## src/rtl/spi_controller.sv

```systemverilog
// SPI mode-0 initiator: shifts a parallel word out MSB-first on pico while capturing poci,
// with programmable sclk divider and chip-select setup/hold.
module spi_controller #(
    parameter int unsigned WIDTH    = 8,
    parameter int unsigned CLK_DIV  = 2,
    parameter int unsigned CS_SETUP = 1,
    parameter int unsigned CS_HOLD  = 1
) (
    input  logic             clk,
    input  logic             reset,
    input  logic             start,
    input  logic [WIDTH-1:0] tx_data,
    output logic             busy,
    output logic             done,
    output logic [WIDTH-1:0] rx_data,
    output logic             sclk,
    output logic             cs,
    output logic             pico,
    input  logic             poci
);

    localparam int unsigned BitW  = $clog2(WIDTH) + 1;
    localparam int unsigned DivW  = $clog2(CLK_DIV) + 1;
    localparam int unsigned CsMax = (CS_SETUP > CS_HOLD) ? CS_SETUP : CS_HOLD;
    localparam int unsigned CsW   = $clog2(CsMax) + 1;

    typedef enum logic [1:0] {StIdle, StSetup, StShift, StHold} state_e;

    state_e             state_q, state_d;
    logic [CsW-1:0]     cs_cnt_q, cs_cnt_d;
    logic [DivW-1:0]    div_q, div_d;
    logic [BitW-1:0]    bit_q, bit_d;
    // Only the bits still to be sent; the MSB goes straight to pico on start.
    logic [WIDTH-2:0]   tx_sr_q, tx_sr_d;
    logic [WIDTH-1:0]   rx_sr_q, rx_sr_d;
    logic [WIDTH-1:0]   rx_data_q, rx_data_d;
    logic               sclk_q, sclk_d;
    logic               cs_q, cs_d;
    logic               pico_q, pico_d;
    logic               busy_q, busy_d;
    logic               done_q, done_d;

    always_comb begin
        state_d   = state_q;
        cs_cnt_d  = cs_cnt_q;
        div_d     = div_q;
        bit_d     = bit_q;
        tx_sr_d   = tx_sr_q;
        rx_sr_d   = rx_sr_q;
        rx_data_d = rx_data_q;
        sclk_d    = sclk_q;
        cs_d      = cs_q;
        pico_d    = pico_q;
        busy_d    = busy_q;
        done_d    = 1'b0;

        unique case (state_q)
            StIdle: begin
                if (start) begin
                    tx_sr_d  = tx_data[WIDTH-2:0];
                    pico_d   = tx_data[WIDTH-1];
                    cs_d     = 1'b0;
                    busy_d   = 1'b1;
                    cs_cnt_d = '0;
                    state_d  = StSetup;
                end
            end
            StSetup: begin
                if (cs_cnt_q == CsW'(CS_SETUP - 1)) begin
                    cs_cnt_d = '0;
                    div_d    = '0;
                    bit_d    = '0;
                    state_d  = StShift;
                end else begin
                    cs_cnt_d = cs_cnt_q + CsW'(1);
                end
            end
            StShift: begin
                if (div_q == DivW'(CLK_DIV - 1)) begin
                    div_d = '0;
                    if (!sclk_q) begin
                        sclk_d  = 1'b1;
                        rx_sr_d = {rx_sr_q[WIDTH-2:0], poci};
                    end else begin
                        sclk_d = 1'b0;
                        if (bit_q == BitW'(WIDTH - 1)) begin
                            bit_d   = '0;
                            state_d = StHold;
                        end else begin
                            bit_d   = bit_q + BitW'(1);
                            pico_d  = tx_sr_q[WIDTH-2];
                            tx_sr_d = tx_sr_q << 1;
                        end
                    end
                end else begin
                    div_d = div_q + DivW'(1);
                end
            end
            StHold: begin
                if (cs_cnt_q == CsW'(CS_HOLD - 1)) begin
                    cs_cnt_d  = '0;
                    cs_d      = 1'b1;
                    pico_d    = 1'b0;
                    busy_d    = 1'b0;
                    done_d    = 1'b1;
                    rx_data_d = rx_sr_q;
                    state_d   = StIdle;
                end else begin
                    cs_cnt_d = cs_cnt_q + CsW'(1);
                end
            end
            default: state_d = StIdle;
        endcase
    end

    always_ff @(posedge clk) begin
        if (reset) begin
            state_q   <= StIdle;
            cs_cnt_q  <= '0;
            div_q     <= '0;
            bit_q     <= '0;
            tx_sr_q   <= '0;
            rx_sr_q   <= '0;
            rx_data_q <= '0;
            sclk_q    <= 1'b0;
            cs_q      <= 1'b1;
            pico_q    <= 1'b0;
            busy_q    <= 1'b0;
            done_q    <= 1'b0;
        end else begin
            state_q   <= state_d;
            cs_cnt_q  <= cs_cnt_d;
            div_q     <= div_d;
            bit_q     <= bit_d;
            tx_sr_q   <= tx_sr_d;
            rx_sr_q   <= rx_sr_d;
            rx_data_q <= rx_data_d;
            sclk_q    <= sclk_d;
            cs_q      <= cs_d;
            pico_q    <= pico_d;
            busy_q    <= busy_d;
            done_q    <= done_d;
        end
    end

    assign busy    = busy_q;
    assign done    = done_q;
    assign rx_data = rx_data_q;
    assign sclk    = sclk_q;
    assign cs      = cs_q;
    assign pico    = pico_q;

endmodule

```

## config.mk

```make
export PLATFORM = sky130hd
export DESIGN_NAME = spi_controller
export DESIGN_NICKNAME = d
export VERILOG_FILES = /design/src/rtl/spi_controller.sv
export SDC_FILE = /design/constraint.sdc
export NUM_CORES = 1
export LEC_CHECK = 0
export CAP_MARGIN = 20
export CORE_UTILIZATION = 56
export CTS_CLUSTER_DIAMETER = 120
export CTS_CLUSTER_SIZE = 28
export DETAILED_ROUTE_END_ITERATION = 10
export PLACE_DENSITY = 0.79
export SETUP_SLACK_MARGIN = 0.02
export SLEW_MARGIN = 20
export SYNTH_ARGS = -nofsm -noshare
export SYNTH_HDL_FRONTEND = slang
export SYNTH_SLANG_ARGS = --single-unit
export TNS_END_PERCENT = 100
```

## constraint.sdc

```tcl
create_clock -name clk -period 4.3 [get_ports clk]
set_input_delay 1.075 -clock clk [delete_from_list [all_inputs] [get_ports clk]]
set_output_delay 1.075 -clock clk [all_outputs]
set_load 0.03 [all_outputs]
```

==> impl_metrics.yaml <==
sta:
  rsz0062_at_grt: "no"
  slew-limit-headroom: 0.351
  setup_viol: 0
  fin_crit_sh: 0.618
  hold_violations: 0
  slew_violations: 0
  tightestPinTransition_ns: 0.974
  period_minus_slack_ns: 2.66
  fin_setup_tns_ns: 0
  fmax_mhz: 376
  fin_skew_ns: 0.00689
yosys:
  synthTopCellsByArea: "dfxtp_1, mux2i_1, nand2_1"
  yosysSeqAreaShare: 0.442
  syn_area_sq_um: 1630
  synth_top_area_frac: 0.442
  synth-simple-area-share: 0.191
  synthAdderAreaFrac: 0.0460
  synth.mux.area_fraction: 0.147
  syn_inst: 179
  yosys_warnings: 0
  synth_most_common_cell: "dfxtp_1"
  yosys.area.top_type: "dfxtp_1"
  synth_common_cells: "dfxtp_1, nand2_1, nor2_1"
  synth_xor_area_frac: 0.00537
  synth_cell_types: 34
  synth_compound_area_frac: 0.130
  syn_nets: 197
  syn_avg_cell_area_sq_um: 9.11
  synth-async-reset-ratio: 0
  synth_seq_cells: 36
  synth_top_family_by_area: "simple AND/OR/NAND/NOR gates"
  synthFlopType: "dfxtp_1"
  synth-edff-count: 0
grt:
  grt_max_degree: 25
  grt_pass1_vias: 1200
  grt.overflow.total: 0
  grt_pass1_wl_mm: 5.29
  antenna_found_initial: 0
  grt_usage: 0.219
drt:
  route.detailed.drc: 0
  routedLengthMet1_mm: 1.48
  wl_mm: 3.16
  drt-wirelength-per-cell_microns: 13.5
  met3_wirelength_microns: 119
  firstDrtPassIters: 4
  highest_layer: "met4"
  via_per_inst: 5.61
  drtIter0Drc: 48
  met2WireLength_mm: 1.51
  ant_nets: 0
  vias: 1318
cells_and_area:
  final_layout_size_suffix_gt1_frac: 0.103
  nets: 221
  n_antenna_cell: 0
  nFillCells: 234
  area_growth_pct: 20.2
cts:
  post_cts_resize_count: 0
  clkLatencyLatePin_ns: 0.34
  cts_sinks: 36
  clock_path_buffers: 2
  postCtsSetupBuffers: 0
  cts_tree: "built"
  cts_root_buffer: "clkbuf_4"
  cts_made_buffers: 5
  h-tree-depth: 2
  cts_hold_buf: 0
  clkTransAtPathRegs_ns: 0.10
pwr:
  pwr-share-comb: 0.335
  swShare: 0.327
  powerDensity_nw_per_um2: 496
  p_switching_w: 0.000318
  share_seq_of_total_power: 0.427
  clkPwrFrac: 0.238
  total_power_w: 0.000973
  p_leak_nw: 0.715
  ir_drop_v: 0.000450
  internal-power_w: 0.000655
floorplan:
  dieHeight_microns: 56.0
  dieWidth_microns: 56.0
  io_pins: 25
  start_util: 0.592
  fp-row-count: 19
  core_area_sq_um: 2760
  die_area_sq_um: 3130
critical_path:
  cp_max_fo: 21
  cp.required_ns: 4.53
  worstSetupEndpointType: "flop"
  rrSetupSlack_ns: 1.64
  critical_path_class: "flop to flop"
  arrival_ns: 2.89
  start_kind: "flop"
placed_design:
  io_buffer_count: 24
  place.gp.congestion: 0.819
  post-dp-hpwl_mm: 2.21
outcome:
  status: "complete, no violations"
job:
  maxCapViolCount: 0
min_path:
  hold_path.class: "flop to flop"
## critical path, cell delays in order, from the launching register on
cell,delay [ns]
dfxtp_1,0.34
inv_1,0.13
ha_1,0.82
inv_2,0.14
or4_4,0.55
o211ai_4,0.17
mux2_2,0.38
## worst paths after layout
kind | start | end | cells after the start
max reg2reg | state_q[0]$_SDFFE_PP0P_ | tx_sr_q[1]$_SDFFE_PP0P_ | 6
min | div_q[1]$_SDFFE_PP0P_ | div_q[1]$_SDFFE_PP0P_ | 2
min reg2reg | div_q[1]$_SDFFE_PP0P_ | div_q[1]$_SDFFE_PP0P_ | 2
max | state_q[0]$_SDFFE_PP0P_ | tx_sr_q[1]$_SDFFE_PP0P_ | 6
## registers in the layout (all words and copies together), names as in the netlist
name and count:
sclk 1, div_q 2, tx_sr_q 7, cs 1
bit_q 4, done 1, state_q 2, rx_data 8
pico 1, busy 1, rx_sr_q 8
## metal layers
layer  GRT usage  up-vias
li1            -      658
met5           0        -
met2       0.352       27
met4      0.0976        0
met3      0.0488        8
met1       0.283      625
## kinds of logic (layout without fill, tap and decap cells)
logic type	after synthesis	count (layout)
AOI/OAI and AO/OA	30	30
DFF	36	36
muxes	23	23
buffers and inverters	16	41
adders and majority gates	6	6
xor gates and xnor gates	1	1
and+or+nand+nor	67	67
## area by class of cell
class | count | area [sq um] | share of cell area
multi-input cells | 127 | 848 | 0.432
inverters | 8 | 30.0 | 0.0153
well taps | 31 | 38.8 | 0.0198
clock buffers | 6 | 41.3 | 0.0210
flip-flops and latches | 36 | 721 | 0.367
repair buffers | 25 | 248 | 0.126
clock inverters | 2 | 35.0 | 0.0179
## layout by cell type, fill, tap and decap left out, types with 4 or more instances in the layout
master           count
a21oi_1             17
nor2_1              18
nand2_1             26
dfxtp_1             36
mux2_2               8
mux2i_1             15
inv_1                7
nor2b_1              9
clkdlybuf4s50_1     24
nand3_1              4
ha_1                 6
clkbuf_4             5
## power by group through the flow
stage | Clock, W | Combinational, W | Sequential, W
after floorplan | 0 | 0.000225 | 0.000437
after detailed placement | 0 | 0.000321 | 0.000423
after global routing | 0.000253 | 0.000351 | 0.000422
final | 0.000232 | 0.000326 | 0.000416
after CTS | 0.000237 | 0.000325 | 0.000416
after global placement | 0 | 0.000310 | 0.000420
## per-stage QoR
step | hold slack [ns] | cells | setup slack, ns | util | area [sq um]
finish | 0.446 | 235 | 1.64 | 0.711 | 1960
global route | 0.466 | 235 | 1.54 | 0.711 | 1960
CTS | 0.447 | 235 | 1.67 | 0.711 | 1960
detailed placement | 0.436 | 227 | 1.53 | 0.684 | 1890
global placement | 0.424 | 227 | 1.56 | 0.684 | 1890
floorplan | 0.407 | 179 | 2.24 | - | 1630
Note: power is estimated with default switching activity, not from simulation.
